[src/rtl/spi_pkg.sv]
// Shared types and constants for the mode-0 SPI controller.
package spi_pkg;

  typedef enum logic [1:0] {IDLE, SETUP, SHIFT, HOLD} spi_state_e;

  localparam int DATA_W_DEF = 128;
  localparam bit CPOL       = 1'b0;
  localparam bit CPHA       = 1'b0;

endpackage

[src/rtl/spi_sclk_gen.sv]
// Half-period down-counter producing sclk plus one-cycle rise/fall strobes.
module spi_sclk_gen
  import spi_pkg::*;
#(
  parameter int CLK_DIV = 4
) (
  input  logic clk_i,
  input  logic rst_i,
  input  logic en_i,
  input  logic run_i,
  output logic sclk_o,
  output logic tick_o,
  output logic rise_o,
  output logic fall_o
);

  localparam int HALF = CLK_DIV / 2;
  localparam int CW   = $clog2(HALF + 1);

  logic [CW-1:0] cnt_q, cnt_d;
  logic          sclk_q, sclk_d;

  assign tick_o = en_i && (cnt_q == '0);
  assign rise_o = tick_o && run_i && !sclk_q;
  assign fall_o = tick_o && run_i && sclk_q;
  assign sclk_o = sclk_q ^ CPOL;

  // Idle load is one count longer so the first enabled cycle absorbs the start-edge register.
  always_comb begin
    cnt_d  = cnt_q;
    sclk_d = 1'b0;
    if (!en_i) begin
      cnt_d = CW'(HALF);
    end else if (tick_o) begin
      cnt_d = CW'(HALF - 1);
    end else begin
      cnt_d = cnt_q - CW'(1);
    end
    if (en_i) begin
      sclk_d = sclk_q ^ (tick_o && run_i);
    end
  end

  always_ff @(posedge clk_i or posedge rst_i) begin
    if (rst_i) begin
      cnt_q  <= CW'(HALF);
      sclk_q <= 1'b0;
    end else begin
      cnt_q  <= cnt_d;
      sclk_q <= sclk_d;
    end
  end

endmodule

[src/rtl/spi_main.sv]
// Mode-0 SPI controller: one full-duplex DATA_W-bit frame per start rising edge.
// Define SPI_LSB_FIRST_EN to shift tx out LSB first (default MSB first).
module spi_main
  import spi_pkg::*;
#(
  parameter int DATA_W  = DATA_W_DEF,
  parameter int CLK_DIV = 4
) (
  input  logic              clk_i,
  input  logic              rst_i,
  input  logic              start_i,
  input  logic [DATA_W-1:0] tx_i,
  input  logic              miso_i,
  output logic [DATA_W-1:0] rx_o,
  output logic              cs_n_o,
  output logic              sclk_o,
  output logic              mosi_o,
  output logic              done_o
);

  localparam int BW = $clog2(DATA_W + 1);

  spi_state_e        state_q, state_d;
  logic              start_q;
  logic [DATA_W-1:0] tx_sh_q, tx_sh_d;
  logic [DATA_W-1:0] rx_sh_q, rx_sh_d;
  logic [DATA_W-1:0] rx_q, rx_d;
  logic [BW-1:0]     bit_q, bit_d;
  logic              cs_n_q, cs_n_d;
  logic              mosi_q, mosi_d;
  logic              done_q, done_d;
  logic              tick, rise, fall, smp, drv;

  spi_sclk_gen #(.CLK_DIV(CLK_DIV)) u_sclk_gen (
    .clk_i  (clk_i),
    .rst_i  (rst_i),
    .en_i   (state_q != IDLE),
    .run_i  (state_q == SHIFT),
    .sclk_o (sclk_o),
    .tick_o (tick),
    .rise_o (rise),
    .fall_o (fall)
  );

  assign smp = (CPHA == 1'b0) ? rise : fall;
  assign drv = (CPHA == 1'b0) ? fall : rise;

  always_comb begin
    state_d = state_q;
    tx_sh_d = tx_sh_q;
    rx_sh_d = rx_sh_q;
    rx_d    = rx_q;
    bit_d   = bit_q;
    cs_n_d  = cs_n_q;
    mosi_d  = mosi_q;
    done_d  = 1'b0;
    case (state_q)
      IDLE: begin
        if (start_i && !start_q) begin
          state_d = SETUP;
          tx_sh_d = tx_i;
          cs_n_d  = 1'b0;
          bit_d   = BW'(DATA_W);
`ifdef SPI_LSB_FIRST_EN
          mosi_d  = tx_i[0];
`else
          mosi_d  = tx_i[DATA_W-1];
`endif
        end
      end
      SETUP: begin
        if (tick) state_d = SHIFT;
      end
      SHIFT: begin
        if (smp) begin
          rx_sh_d = {rx_sh_q[DATA_W-2:0], miso_i};
          bit_d   = bit_q - BW'(1);
        end
        if (drv) begin
`ifdef SPI_LSB_FIRST_EN
          tx_sh_d = tx_sh_q >> 1;
          mosi_d  = tx_sh_q[1];
`else
          tx_sh_d = tx_sh_q << 1;
          mosi_d  = tx_sh_q[DATA_W-2];
`endif
          // Falling edge after the last sample closes the shift phase.
          if (bit_q == '0) state_d = HOLD;
        end
      end
      HOLD: begin
        if (tick) begin
          state_d = IDLE;
          cs_n_d  = 1'b1;
          mosi_d  = 1'b0;
          rx_d    = rx_sh_q;
          done_d  = 1'b1;
        end
      end
      default: state_d = IDLE;
    endcase
  end

  always_ff @(posedge clk_i or posedge rst_i) begin
    if (rst_i) begin
      state_q <= IDLE;
      start_q <= 1'b0;
      tx_sh_q <= '0;
      rx_sh_q <= '0;
      rx_q    <= '0;
      bit_q   <= '0;
      cs_n_q  <= 1'b1;
      mosi_q  <= 1'b0;
      done_q  <= 1'b0;
    end else begin
      state_q <= state_d;
      start_q <= start_i;
      tx_sh_q <= tx_sh_d;
      rx_sh_q <= rx_sh_d;
      rx_q    <= rx_d;
      bit_q   <= bit_d;
      cs_n_q  <= cs_n_d;
      mosi_q  <= mosi_d;
      done_q  <= done_d;
    end
  end

  assign rx_o   = rx_q;
  assign cs_n_o = cs_n_q;
  assign mosi_o = mosi_q;
  assign done_o = done_q;

endmodule

[config.mk]
export PLATFORM = sky130hd
export DESIGN_NAME = spi_main
export DESIGN_NICKNAME = d
export VERILOG_FILES = /design/src/rtl/spi_pkg.sv /design/src/rtl/spi_sclk_gen.sv /design/src/rtl/spi_main.sv
export SDC_FILE = /design/constraint.sdc
export NUM_CORES = 1
export LEC_CHECK = 0
export CAP_MARGIN = 20
export CORE_ASPECT_RATIO = 1.1
export CORE_MARGIN = 1
export CORE_UTILIZATION = 45
export CTS_BUF_LIST = sky130_fd_sc_hd__clkbuf_8
export DETAILED_ROUTE_END_ITERATION = 8
export GPL_ROUTABILITY_DRIVEN = 1
export PLACE_DENSITY = 0.69
export SLEW_MARGIN = 25
export SYNTH_ARGS = -nofsm -noshare
export SYNTH_HDL_FRONTEND = slang
export SYNTH_HIERARCHICAL = 1
export SYNTH_SLANG_ARGS = --single-unit
[constraint.sdc]
create_clock -name clk_i -period 19 [get_ports clk_i]
set_input_delay 3.8 -clock clk_i [delete_from_list [all_inputs] [get_ports clk_i]]
set_output_delay 3.8 -clock clk_i [all_outputs]
set_load 0.1 [all_outputs]
==> metrics.txt, run 1 <==
# TYPE chip_impl_metric gauge
chip_impl_metric{name="design.portCount",unit=""} 264
chip_impl_metric{name="timing.final.crit_share",unit="%"} 32.05
chip_impl_metric{name="synthArstFlopShare",unit="%"} 100.0
chip_impl_info{name="startpoint_type",value="flip-flop"} 1
chip_impl_metric{name="post-cts-setup-buffer-count",unit=""} 0
chip_impl_info{name="outcome",value="finished, final reports clean"} 1
chip_impl_metric{name="maxSlewViolCount",unit=""} 0
chip_impl_info{name="critical_path.top_delay_family",value="buffers and inverters"} 1
chip_impl_info{name="timing.hold.worst_endpoint",value="rx_o[121]$_DFFE_PP0P_"} 1
chip_impl_metric{name="postLayoutSetupSlackWorst",unit="ns"} 12.91
chip_impl_metric{name="totalPowerFinal",unit="mW"} 2.631
chip_impl_metric{name="synth.cell_area",unit="sq um"} 16310
chip_impl_metric{name="setup_viol_count_final",unit=""} 0
chip_impl_info{name="timing.hold.worst.start",value="rx_o[121]$_DFFE_PP0P_"} 1
chip_impl_info{name="tritoncts",value="yes"} 1
chip_impl_metric{name="cpPeakStageDelay",unit="ns"} 1.17
chip_impl_metric{name="critPathBufInv",unit=""} 1
chip_impl_metric{name="fin_setup_tns",unit="ns"} 0
chip_impl_info{name="cp-end-kind",value="output pin"} 1
chip_impl_info{name="worst_r2r_startpoint",value="state_q[0]$_DFFE_PP0P_"} 1
chip_impl_metric{name="r2r.worst_path.cells",unit=""} 8
chip_impl_info{name="crit-reg2reg-capture",value="rx_sh_q[105]$_DFFE_PP0P_"} 1
chip_impl_metric{name="post_synth_edffs",unit=""} 0
chip_impl_metric{name="slew_headroom",unit="%"} 26.45
chip_impl_metric{name="post_synthesis_average_cell_area",unit="sq um"} 13.48
chip_impl_metric{name="synth_cell_types",unit=""} 41
chip_impl_metric{name="worst-endpoint-required",unit="ns"} 15.20
chip_impl_info{name="synth_top_area_cell",value="dfrtp_1"} 1
chip_impl_metric{name="synth_top_area_share",unit="%"} 61.06
chip_impl_metric{name="clk_path_buf_depth",unit=""} 3
chip_impl_metric{name="worst-r2r-setup-slack",unit="ns"} 15.22
chip_impl_metric{name="report.final.hold_viol_count",unit=""} 0
chip_impl_info{name="synth_top_cells_by_area",value="dfrtp_1, mux2_2, mux2i_1"} 1
chip_impl_metric{name="die-area",unit="sq um"} 37020
chip_impl_metric{name="wirelength",unit="um"} 33440
chip_impl_metric{name="detailroute.via_count",unit=""} 10110
chip_impl_metric{name="final_util",unit="%"} 58.20
chip_impl_metric{name="num_rows",unit=""} 72
chip_impl_metric{name="timing.critical_path.fanout_max",unit=""} 3
chip_impl_metric{name="grt_first_pass_wirelength",unit="um"} 54450
chip_impl_metric{name="detailed_place_hpwl",unit="um"} 20780
chip_impl_metric{name="floorplan.die.height",unit="um"} 201.7
chip_impl_metric{name="max-cap-violations",unit=""} 0
chip_impl_info{name="synth_top_flop_cell",value="dfrtp_1"} 1
chip_impl_info{name="grt_setup_unrepaired",value="false"} 1
chip_impl_metric{name="yosys_warnings",unit=""} 6
chip_impl_metric{name="dpl-instance-area",unit="sq um"} 19300
chip_impl_metric{name="post_cts_resized",unit=""} 0
chip_impl_metric{name="cts.reportedPaths.clkPinSlew",unit="ns"} 0.06
chip_impl_metric{name="area_used_by_sequential_logic_in_the_layout",unit="sq um"} 10010
chip_impl_metric{name="static-leakage-power",unit="nW"} 9.640
chip_impl_metric{name="area.growth.synth_to_final",unit="%"} 26.32
chip_impl_info{name="synth.cells.most_frequent",value="dfrtp_1, mux2_2, nor2_1"} 1
chip_impl_metric{name="place.gp.congestion",unit=""} 0.7479
chip_impl_metric{name="max_clock_freq",unit="MHz"} 164.2
chip_impl_metric{name="groute.usage.overall",unit="%"} 18.42
chip_impl_metric{name="postSynthCellCount",unit=""} 1210
chip_impl_metric{name="vias_per_cell",unit=""} 5.037
chip_impl_metric{name="dr.first_iter.drc_count",unit=""} 481
chip_impl_metric{name="final_area",unit="sq um"} 20600
chip_impl_metric{name="portBuffers",unit=""} 263
chip_impl_metric{name="h_tree_depth",unit=""} 3
chip_impl_metric{name="power_per_cell_area",unit="nW/um^2"} 127.7
chip_impl_metric{name="timing.hold.worst_path_depth",unit=""} 1
chip_impl_metric{name="multiInputGateArea",unit="sq um"} 5934
chip_impl_metric{name="grt_max_degree",unit=""} 253
chip_impl_info{name="cells_along_the_critical_path",value="clkdlybuf4s50_1"} 1
chip_impl_metric{name="placement.setup.worst_slack",unit="ns"} 12.76
chip_impl_metric{name="insertion_delay",unit="ns"} 0.58
chip_impl_metric{name="finalClockSkew",unit="ns"} 0.02779
chip_impl_metric{name="ant_nets",unit=""} 0
chip_impl_metric{name="synth_seq_area_share",unit="%"} 61.38
chip_impl_metric{name="count_of_tritonroute_iterations_in_the_first_routing_pass",unit=""} 4
chip_impl_metric{name="global_route.overflow_total",unit=""} 0
chip_impl_metric{name="pin_slew_with_the_least_headroom_to_its_limit",unit="ns"} 1.100
chip_impl_metric{name="cts_buffers",unit=""} 67
chip_impl_metric{name="first_global_vias",unit=""} 10570
chip_impl_info{name="synthMostInstantiatedCell",value="dfrtp_1"} 1
chip_impl_metric{name="timing.critical_path.arrival",unit="ns"} 2.29
chip_impl_info{name="setup.worst_path.class",value="flip-flop to output pin"} 1
chip_impl_metric{name="final_layout_size_suffix_gt1_share",unit="%"} 24.21
chip_impl_info{name="cell_at_the_root_of_the_clock_tree",value="clkbuf_8"} 1
chip_impl_metric{name="holdBufCountCts",unit=""} 0
chip_impl_metric{name="detail_routed_net_length_per_standard_cell",unit="um"} 16.67
chip_impl_metric{name="postSynthNetCount",unit=""} 1352
chip_impl_info{name="hold_path.class",value="flip-flop to flip-flop"} 1
chip_impl_metric{name="n_fill_cell",unit=""} 2939
chip_impl_metric{name="antenna_found_initial",unit=""} 0
chip_impl_metric{name="fp.dieW",unit="um"} 183.5
chip_impl_metric{name="layout.nets",unit=""} 1617
chip_impl_metric{name="core",unit="sq um"} 35400
chip_impl_metric{name="finalWorstPathRequiredPeriod",unit="ns"} 6.090
chip_impl_info{name="timing.critical_path.slowest_stage_cell",value="clkdlybuf4s50_1"} 1
chip_impl_metric{name="irDropWorstVdd",unit="uV"} 143.4
chip_impl_metric{name="remaining_drc_errors",unit=""} 0
chip_impl_metric{name="clkSinkCount",unit=""} 400
chip_impl_metric{name="ys_ff_latch",unit=""} 400
chip_impl_metric{name="start_util",unit="%"} 46.07
==> state kept, by name (all words and copies together) (netlist names) <==
signal and flops:
bit_q 8, mosi_o 1, state_q 2, u_sclk_gen/sclk_o 1, rx_sh_q 128, rx_o 128, done_o 1, cs_n_o 1
start_q 1, tx_sh_q 127, u_sclk_gen/cnt_q 2
==> power breakdown <==
| group | total [mW] | internal (mW) | switching, mW |
|---|---|---|---|
| registers | 1.10 | 1.02 | 0.0842 |
| clock network | 0.714 | 0.379 | 0.335 |
| logic | 0.817 | 0.332 | 0.484 |
==> metal layers <==
layer,up-vias,wire (um),track usage (%)
met4,0,614,6.458
met1,5028,14030,22.69
met2,241,15440,28.94
met3,49,3357,7.765
li1,4787,-,-
met5,-,0,0
==> final cells by class <==
| cell class | instances | area share (%) |
|---|---|---|
| multi-input combinational | 725 | 28.80 |
| tap | 481 | 2.921 |
| timing repair buffer | 271 | 13.30 |
| clock inverter | 39 | 0.8562 |
| sequential | 400 | 48.59 |
| inverter | 10 | 0.2429 |
| antenna | 1 | 0.01214 |
| clock buffer | 79 | 5.277 |
==> cell usage in the layout (no fill, tap or decap), types with 4 or more instances in the layout <==
cell and instances:
ha_1 9, nor2b_1 5, inv_1 37, dfrtp_1 398, nand2_1 10, nor2_1 135
mux2_2 259, clkbuf_8 79, mux2i_1 128, a21oi_1 131, clkinv_2 6, clkdlybuf4s50_1 262
o211ai_1 4
==> through the flow <==
| step | hold WS (ns) | cells |
|---|---|---|
| finish | 0.5013 | 2006 |
| global route | 0.5188 | 2005 |
| CTS | 0.5059 | 2004 |
| detailed placement | 0.4916 | 1886 |
| global placement | 0.4828 | 1886 |
| floorplan | 0.4737 | 1210 |
==> kinds of logic (layout without fill, tap and decap cells) <==
group,count (synthesis),count (layout),synth area share (%)
compound gates,150,150,4.971
fa+ha+maj,10,10,0.7670
buf+inv,85,399,2.408
flops,400,400,61.38
mux,387,387,25.73
other cells,0,1,0
simple gates,178,178,4.740
==> worst max-delay path by stage <==
stage	startpoint	to	slack, ns	cells after the start
2_1_floorplan	rst_i	bit_q[0]$_DFFE_PP0P_	4.16	1
6_report	cs_n_o$_DFFE_PP1P_	cs_n_o	12.91	1
4_1_cts	cs_n_o$_DFFE_PP1P_	cs_n_o	12.86	1
3_3_place_gp	rst_i	tx_sh_q[14]$_DFFE_PP0P_	12.79	3
3_5_place_dp	rst_i	tx_sh_q[14]$_DFFE_PP0P_	12.76	3
5_1_grt	cs_n_o$_DFFE_PP1P_	cs_n_o	12.87	1
Power figures use the tool's default switching activity.
==> inputs of run 2 (changes only) <==
PLACE_DENSITY = 0.72   (was 0.69)
clock period = 5.3 ns   (was 19 ns; I/O delays follow)
==> run 2 against run 1 <==
Via count is 1.2% higher. Combinational power grew to 3.6 times the previous value. Critical path depth is 7 higher. Clock-buffer cell count is 11 higher. Non-clock buffer count is 7 higher. Sequential cell count stayed put. Utilization is 0.70 points higher. Die area stayed put. Cell count is 0.55% higher. Sequential power grew to 3.6 times the previous value. Critical path type is now flip-flop to flip-flop. Largest power group unchanged.
==> metrics.txt, run 2 (synthesis gave the netlist of run 1 again) <==
# TYPE chip_impl_metric gauge
chip_impl_metric{name="start_util",unit="%"} 46.07
chip_impl_metric{name="clk_path_buf_depth",unit=""} 3
chip_impl_metric{name="cts.reportedPaths.clkPinSlew",unit="ns"} 0.06
chip_impl_metric{name="wirelength",unit="um"} 33840
chip_impl_metric{name="dr.first_iter.drc_count",unit=""} 410
chip_impl_metric{name="final_area",unit="sq um"} 20850
chip_impl_metric{name="final_util",unit="%"} 58.90
chip_impl_info{name="setup.worst_path.class",value="flip-flop to flip-flop"} 1
chip_impl_metric{name="final_layout_size_suffix_gt1_share",unit="%"} 25.46
chip_impl_info{name="timing.critical_path.slowest_stage_cell",value="nand2_4"} 1
chip_impl_metric{name="core",unit="sq um"} 35400
chip_impl_metric{name="placement.setup.worst_slack",unit="ns"} 1.732
chip_impl_metric{name="die-area",unit="sq um"} 37020
chip_impl_metric{name="groute.usage.overall",unit="%"} 18.65
chip_impl_metric{name="design.portCount",unit=""} 264
chip_impl_info{name="hold_path.class",value="flip-flop to flip-flop"} 1
chip_impl_metric{name="portBuffers",unit=""} 263
chip_impl_metric{name="layout.nets",unit=""} 1624
chip_impl_metric{name="fp.dieW",unit="um"} 183.5
chip_impl_info{name="cells_along_the_critical_path",value="inv_1 -> ha_1 -> inv_1 -> and4bb_2 -> ha_1 -> nand2_4 -> buf_4 -> mux2_2"} 1
chip_impl_metric{name="finalWorstPathRequiredPeriod",unit="ns"} 3.575
chip_impl_metric{name="static-leakage-power",unit="nW"} 9.739
chip_impl_metric{name="max-cap-violations",unit=""} 0
chip_impl_metric{name="fin_setup_tns",unit="ns"} 0
chip_impl_metric{name="ant_nets",unit=""} 0
chip_impl_info{name="grt_setup_unrepaired",value="false"} 1
chip_impl_metric{name="timing.final.crit_share",unit="%"} 67.45
chip_impl_info{name="startpoint_type",value="flip-flop"} 1
chip_impl_metric{name="finalClockSkew",unit="ns"} 0.03330
chip_impl_metric{name="floorplan.die.height",unit="um"} 201.7
chip_impl_metric{name="holdBufCountCts",unit=""} 0
chip_impl_metric{name="detail_routed_net_length_per_standard_cell",unit="um"} 16.78
chip_impl_metric{name="grt_first_pass_wirelength",unit="um"} 55450
chip_impl_metric{name="detailroute.via_count",unit=""} 10220
chip_impl_metric{name="insertion_delay",unit="ns"} 0.58
chip_impl_metric{name="h_tree_depth",unit=""} 3
chip_impl_metric{name="report.final.hold_viol_count",unit=""} 0
chip_impl_metric{name="cts_buffers",unit=""} 67
chip_impl_metric{name="timing.critical_path.arrival",unit="ns"} 4.03
chip_impl_metric{name="detailed_place_hpwl",unit="um"} 21880
chip_impl_metric{name="postLayoutSetupSlackWorst",unit="ns"} 1.725
chip_impl_metric{name="global_route.overflow_total",unit=""} 0
chip_impl_metric{name="antenna_found_initial",unit=""} 0
chip_impl_metric{name="area.growth.synth_to_final",unit="%"} 27.83
chip_impl_metric{name="worst-endpoint-required",unit="ns"} 5.76
chip_impl_metric{name="place.gp.congestion",unit=""} 0.7904
chip_impl_metric{name="timing.critical_path.fanout_max",unit=""} 61
chip_impl_info{name="most_common_cell_after_layout_fill_and_taps_aside",value="dfrtp_1"} 1
chip_impl_metric{name="max_clock_freq",unit="MHz"} 279.7
chip_impl_metric{name="slew_headroom",unit="%"} 26.65
chip_impl_metric{name="first_global_vias",unit=""} 10730
chip_impl_metric{name="post-cts-setup-buffer-count",unit=""} 0
chip_impl_metric{name="final.hold.worst_slack",unit="ns"} 0.5004
chip_impl_metric{name="setup_viol_count_final",unit=""} 0
chip_impl_metric{name="count_of_tritonroute_iterations_in_the_first_routing_pass",unit=""} 5
chip_impl_metric{name="power_per_cell_area",unit="nW/um^2"} 467.5
chip_impl_metric{name="pin_slew_with_the_least_headroom_to_its_limit",unit="ns"} 1.097
chip_impl_metric{name="dpl-instance-area",unit="sq um"} 19400
chip_impl_info{name="cell_at_the_root_of_the_clock_tree",value="clkbuf_8"} 1
chip_impl_info{name="cp-end-kind",value="flip-flop"} 1
chip_impl_metric{name="post_cts_resized",unit=""} 0
chip_impl_metric{name="remaining_drc_errors",unit=""} 0
chip_impl_info{name="tritoncts",value="yes"} 1
chip_impl_metric{name="clkSinkCount",unit=""} 400
chip_impl_metric{name="cpPeakStageDelay",unit="ns"} 0.65
chip_impl_info{name="mostFrequentLayoutCells",value="dfrtp_1, clkdlybuf4s50_1, mux2_2"} 1
chip_impl_info{name="outcome",value="finished, final reports clean"} 1
chip_impl_metric{name="num_rows",unit=""} 72
chip_impl_metric{name="maxSlewViolCount",unit=""} 0
chip_impl_metric{name="irDropWorstVdd",unit="uV"} 329.6
chip_impl_metric{name="antenna-diode-count",unit=""} 0
chip_impl_metric{name="vias_per_cell",unit=""} 5.068
chip_impl_metric{name="grt_max_degree",unit=""} 129
## run 2: cell count changes in the layout (fill, tap and decap cells not counted), sizes merged
cell           delta
clkinvlp          +1
buf               +7
diode             -1
clkbuf           +12
clkdlybuf4s50     -1
bufinv            +1
inv               -8
## run 2: per-layer routing
| layer | GRT usage, % | share of wire [%] | wire length [um] | vias to the layer above |
|---|---|---|---|---|
| met5 | 0 | 0 | 0 | - |
| met3 | 7.348 | 8.4 | 2849 | 48 |
| met4 | 5.625 | 1.8 | 619 | 0 |
| li1 | - | - | - | 4820 |
| met1 | 23.40 | 43 | 14410 | 5116 |
| met2 | 29.64 | 47 | 15960 | 239 |
## run 2: path summary, 6_finish.rpt
path	start	endpoint	slack, ns	cells past startpoint
max in group asynchronous	rst_i	tx_sh_q[35]$_DFFE_PP0P_	3.23	4
min in group asynchronous	rst_i	u_sclk_gen/cnt_q[0]$_DFF_PP0_	0.77	2
setup reg to reg	state_q[0]$_DFFE_PP0P_	rx_sh_q[103]$_DFFE_PP0P_	1.73	8
hold reg to reg	rx_sh_q[127]$_DFFE_PP0P_	rx_sh_q[127]$_DFFE_PP0P_	0.50	1
setup / recovery	state_q[0]$_DFFE_PP0P_	rx_sh_q[103]$_DFFE_PP0P_	1.73	8
hold / removal	rx_sh_q[127]$_DFFE_PP0P_	rx_sh_q[127]$_DFFE_PP0P_	0.50	1
## run 2: metrics by stage
stage,total power [mW],std cells
global route,10.41,2017
floorplan,6.381,1210
global placement,6.889,1893
detailed placement,7.006,1893
CTS,9.886,2016
finish,9.748,2017
## run 2: layout make-up
type | instances | area, sq um
multi-input combinational | 725 | 5934
clock inverter | 33 | 200.2
fill | 2826 | 14550
tap | 481 | 601.8
timing repair buffer | 278 | 2823
clock buffer | 90 | 1239
sequential | 400 | 10010
inverter | 10 | 41.29
## run 2: power by group
part / switching (mW) / internal, mW / leakage, nW
sequential: 0.308 / 3.64 / 5.17
combinational: 1.74 / 1.23 / 3.75
clock: 1.24 / 1.58 / 0.813
total: 3.29 / 6.46 / 9.74
## run 2: worst max-delay path: cells and delay by family (launching register included)
kind,cells,cell delay [ns]
muxes,1,0.38
and+or+nand+nor,2,0.97
adders and majority gates,2,0.75
buffers and inverters,3,0.87
DFF,1,0.42
==> inputs of run 3 (changes only) <==
clock period = 2.9 ns   (was 5.3 ns; I/O delays follow)
==> run 3 against run 2 <==
Hold slack got worse by 0.22 ns. Wire length is essentially flat. Setup slack got worse by 1.5 ns. Clock skew down 0.020 ns. Die area unchanged. Register-to-register slack worse by 1.5 ns. Total power is 81% higher. Non-clock buffer count rose by 19. Critical path depth unchanged. Design area is 1.0% lower. First-iteration DRC count is 2.7% higher. Critical endpoint is now mosi_o$_DFFE_PP0P_. Largest cell class unchanged.
==> metrics.txt, run 3 (synthesis gave the netlist of run 1 again) <==
# TYPE chip_impl_metric gauge
chip_impl_metric{name="count_of_tritonroute_iterations_in_the_first_routing_pass",unit=""} 4
chip_impl_metric{name="layout.nets",unit=""} 1642
chip_impl_metric{name="post_cts_resized",unit=""} 0
chip_impl_metric{name="final.hold.worst_slack",unit="ns"} 0.2773
chip_impl_metric{name="clkSinkCount",unit=""} 400
chip_impl_info{name="setup.worst_path.class",value="flip-flop to flip-flop"} 1
chip_impl_info{name="mostFrequentLayoutCells",value="dfrtp_1, mux2_2, buf_4"} 1
chip_impl_metric{name="detail_routed_net_length_per_standard_cell",unit="um"} 16.68
chip_impl_metric{name="worst-endpoint-required",unit="ns"} 3.35
chip_impl_metric{name="final_layout_size_suffix_gt1_share",unit="%"} 34.04
chip_impl_metric{name="report.final.hold_viol_count",unit=""} 0
chip_impl_info{name="startpoint_type",value="flip-flop"} 1
chip_impl_metric{name="multiInputGateArea",unit="sq um"} 5934
chip_impl_info{name="worst_r2r_startpoint",value="state_q[0]$_DFFE_PP0P_"} 1
chip_impl_metric{name="n_fill_cell",unit=""} 2896
chip_impl_metric{name="totalPowerFinal",unit="mW"} 17.64
chip_impl_metric{name="post-cts-setup-buffer-count",unit=""} 0
chip_impl_metric{name="num_rows",unit=""} 72
chip_impl_metric{name="max-cap-violations",unit=""} 0
chip_impl_metric{name="h_tree_depth",unit=""} 3
chip_impl_metric{name="core",unit="sq um"} 35400
chip_impl_metric{name="wirelength",unit="um"} 33850
chip_impl_metric{name="portBuffers",unit=""} 263
chip_impl_info{name="grt_setup_unrepaired",value="false"} 1
chip_impl_metric{name="power_per_cell_area",unit="nW/um^2"} 854.6
chip_impl_metric{name="remaining_drc_errors",unit=""} 0
chip_impl_metric{name="floorplan.die.height",unit="um"} 201.7
chip_impl_metric{name="pin_slew_with_the_least_headroom_to_its_limit",unit="ns"} 1.099
chip_impl_metric{name="setup_viol_count_final",unit=""} 0
chip_impl_info{name="startpoint",value="state_q[0]$_DFFE_PP0P_"} 1
chip_impl_metric{name="antenna_found_initial",unit=""} 0
chip_impl_metric{name="first_global_vias",unit=""} 10840
chip_impl_metric{name="postLayoutSetupSlackWorst",unit="ns"} 0.2484
chip_impl_metric{name="finalClockSkew",unit="ns"} 0.01302
chip_impl_metric{name="area_used_by_sequential_logic_in_the_layout",unit="sq um"} 10010
chip_impl_metric{name="clk_path_buf_depth",unit=""} 3
chip_impl_metric{name="slew_headroom",unit="%"} 26.72
chip_impl_info{name="hold_path.class",value="primary input to async pin"} 1
chip_impl_info{name="cells_along_the_critical_path",value="inv_1 -> ha_1 -> inv_1 -> buf_4 -> nor3b_1 -> inv_1 -> a2111oi_0 -> mux2_2"} 1
chip_impl_metric{name="irDropWorstVdd",unit="uV"} 806.6
chip_impl_metric{name="global_route.overflow_total",unit=""} 0
chip_impl_metric{name="detailed_place_hpwl",unit="um"} 22870
chip_impl_metric{name="grt_first_pass_wirelength",unit="um"} 54940
chip_impl_metric{name="dr.first_iter.drc_count",unit=""} 421
chip_impl_metric{name="dpl-instance-area",unit="sq um"} 19320
chip_impl_metric{name="detailroute.via_count",unit=""} 10190
chip_impl_info{name="timing.critical_path.slowest_stage_cell",value="a2111oi_0"} 1
chip_impl_metric{name="cpPeakStageDelay",unit="ns"} 0.50
chip_impl_metric{name="vias_per_cell",unit=""} 5.020
chip_impl_metric{name="fp.dieW",unit="um"} 183.5
chip_impl_metric{name="finalWorstPathRequiredPeriod",unit="ns"} 2.652
chip_impl_metric{name="ant_nets",unit=""} 0
chip_impl_info{name="most_common_cell_after_layout_fill_and_taps_aside",value="dfrtp_1"} 1
chip_impl_metric{name="insertion_delay",unit="ns"} 0.57
chip_impl_info{name="cell_seen_most_often_among_critical_path_stages",value="inv_1"} 1
chip_impl_metric{name="place.gp.congestion",unit=""} 0.7736
chip_impl_metric{name="maxSlewViolCount",unit=""} 0
chip_impl_info{name="cp-end-kind",value="flip-flop"} 1
chip_impl_metric{name="timing.critical_path.arrival",unit="ns"} 3.10
chip_impl_metric{name="cts.reportedPaths.clkPinSlew",unit="ns"} 0.06
chip_impl_metric{name="timing.critical_path.fanout_max",unit=""} 7
chip_impl_info{name="cell_at_the_root_of_the_clock_tree",value="clkbuf_8"} 1
chip_impl_metric{name="groute.usage.overall",unit="%"} 18.49
chip_impl_metric{name="start_util",unit="%"} 46.07
chip_impl_info{name="tritoncts",value="yes"} 1
chip_impl_metric{name="grt_max_degree",unit=""} 130
chip_impl_metric{name="timing.final.crit_share",unit="%"} 91.43
chip_impl_metric{name="design.portCount",unit=""} 264
chip_impl_metric{name="die-area",unit="sq um"} 37020
chip_impl_metric{name="static-leakage-power",unit="nW"} 10.09
chip_impl_metric{name="cts_buffers",unit=""} 66
chip_impl_info{name="critical_path.top_delay_family",value="buffers and inverters"} 1
chip_impl_metric{name="area.growth.synth_to_final",unit="%"} 26.52
chip_impl_metric{name="placement.setup.worst_slack",unit="ns"} 0.2198
chip_impl_metric{name="max_clock_freq",unit="MHz"} 377.1
chip_impl_metric{name="final_area",unit="sq um"} 20640
chip_impl_info{name="outcome",value="finished, final reports clean"} 1
chip_impl_metric{name="antenna-diode-count",unit=""} 0
chip_impl_metric{name="critPathBufInv",unit=""} 4
chip_impl_metric{name="holdBufCountCts",unit=""} 0
## run 3: changes by cell type in the layout (fill, tap and decap cells not counted), sizes merged
cell / before / now
buf: 16 / 166
inv: 32 / 34
clkdlybuf4s50: 261 / 131
clkbuf: 91 / 84
clkinv: 7 / 4
## run 3: final cells by class
cell class	count	share of cell area, %
Sequential cell	400	48.51
Multi-Input combinational cell	725	28.76
Timing Repair Buffer	297	13.24
Clock buffer	84	5.602
Tap cell	481	2.916
Clock inverter	32	0.7700
Inverter	10	0.2001
## run 3: path summary, 6_finish.rpt
kind                                            endpoint  slack [ns]  cells past startpoint
max reg2reg                           mosi_o$_DFFE_PP0P_        0.25                      8
max                                   mosi_o$_DFFE_PP0P_        0.25                      8
min                        u_sclk_gen/cnt_q[0]$_DFF_PP0_        0.28                      2
max in group asynchronous           rx_o[52]$_DFFE_PP0P_        1.61                      4
min in group clk_i                  rx_o[31]$_DFFE_PP0P_        0.50                      1
min reg2reg                         rx_o[31]$_DFFE_PP0P_        0.50                      1
## run 3: power by group
group          switching [mW]  internal, mW  total [mW]  leakage, nW
clock network            2.15          2.68        4.84        0.767
logic                    3.22          2.36        5.58         4.15
registers               0.566          6.65        7.22         5.17
## run 3: worst reg2reg max path, cell delays in order, from the launching register on
cell and delay (ns):
dfrtp_1 0.42, inv_1 0.13, ha_1 0.23, inv_1 0.16, buf_4 0.16, nor3b_1 0.47, inv_1 0.08, a2111oi_0 0.50
mux2_2 0.38
## run 3: routing by layer
metal | wire length (um) | global-route usage (%) | vias up | share of wire [%]
met5 | 0 | 0 | - | 0
met1 | 14070 | 22.41 | 5070 | 42
met3 | 2899 | 7.222 | 57 | 8.6
met2 | 16290 | 30.34 | 222 | 48
li1 | - | - | 4837 | -
met4 | 583 | 5.417 | 0 | 1.7
## run 3: stage by stage
stage          setup TNS, ns  utilization [%]  instances
2_1_floorplan       -1198.66                -       1210
3_3_place_gp               0            54.58       1913
3_5_place_dp               0            54.58       1913
4_1_cts                    0            58.29       2029
5_1_grt                    0            58.29       2029
6_report                   0            58.29       2029
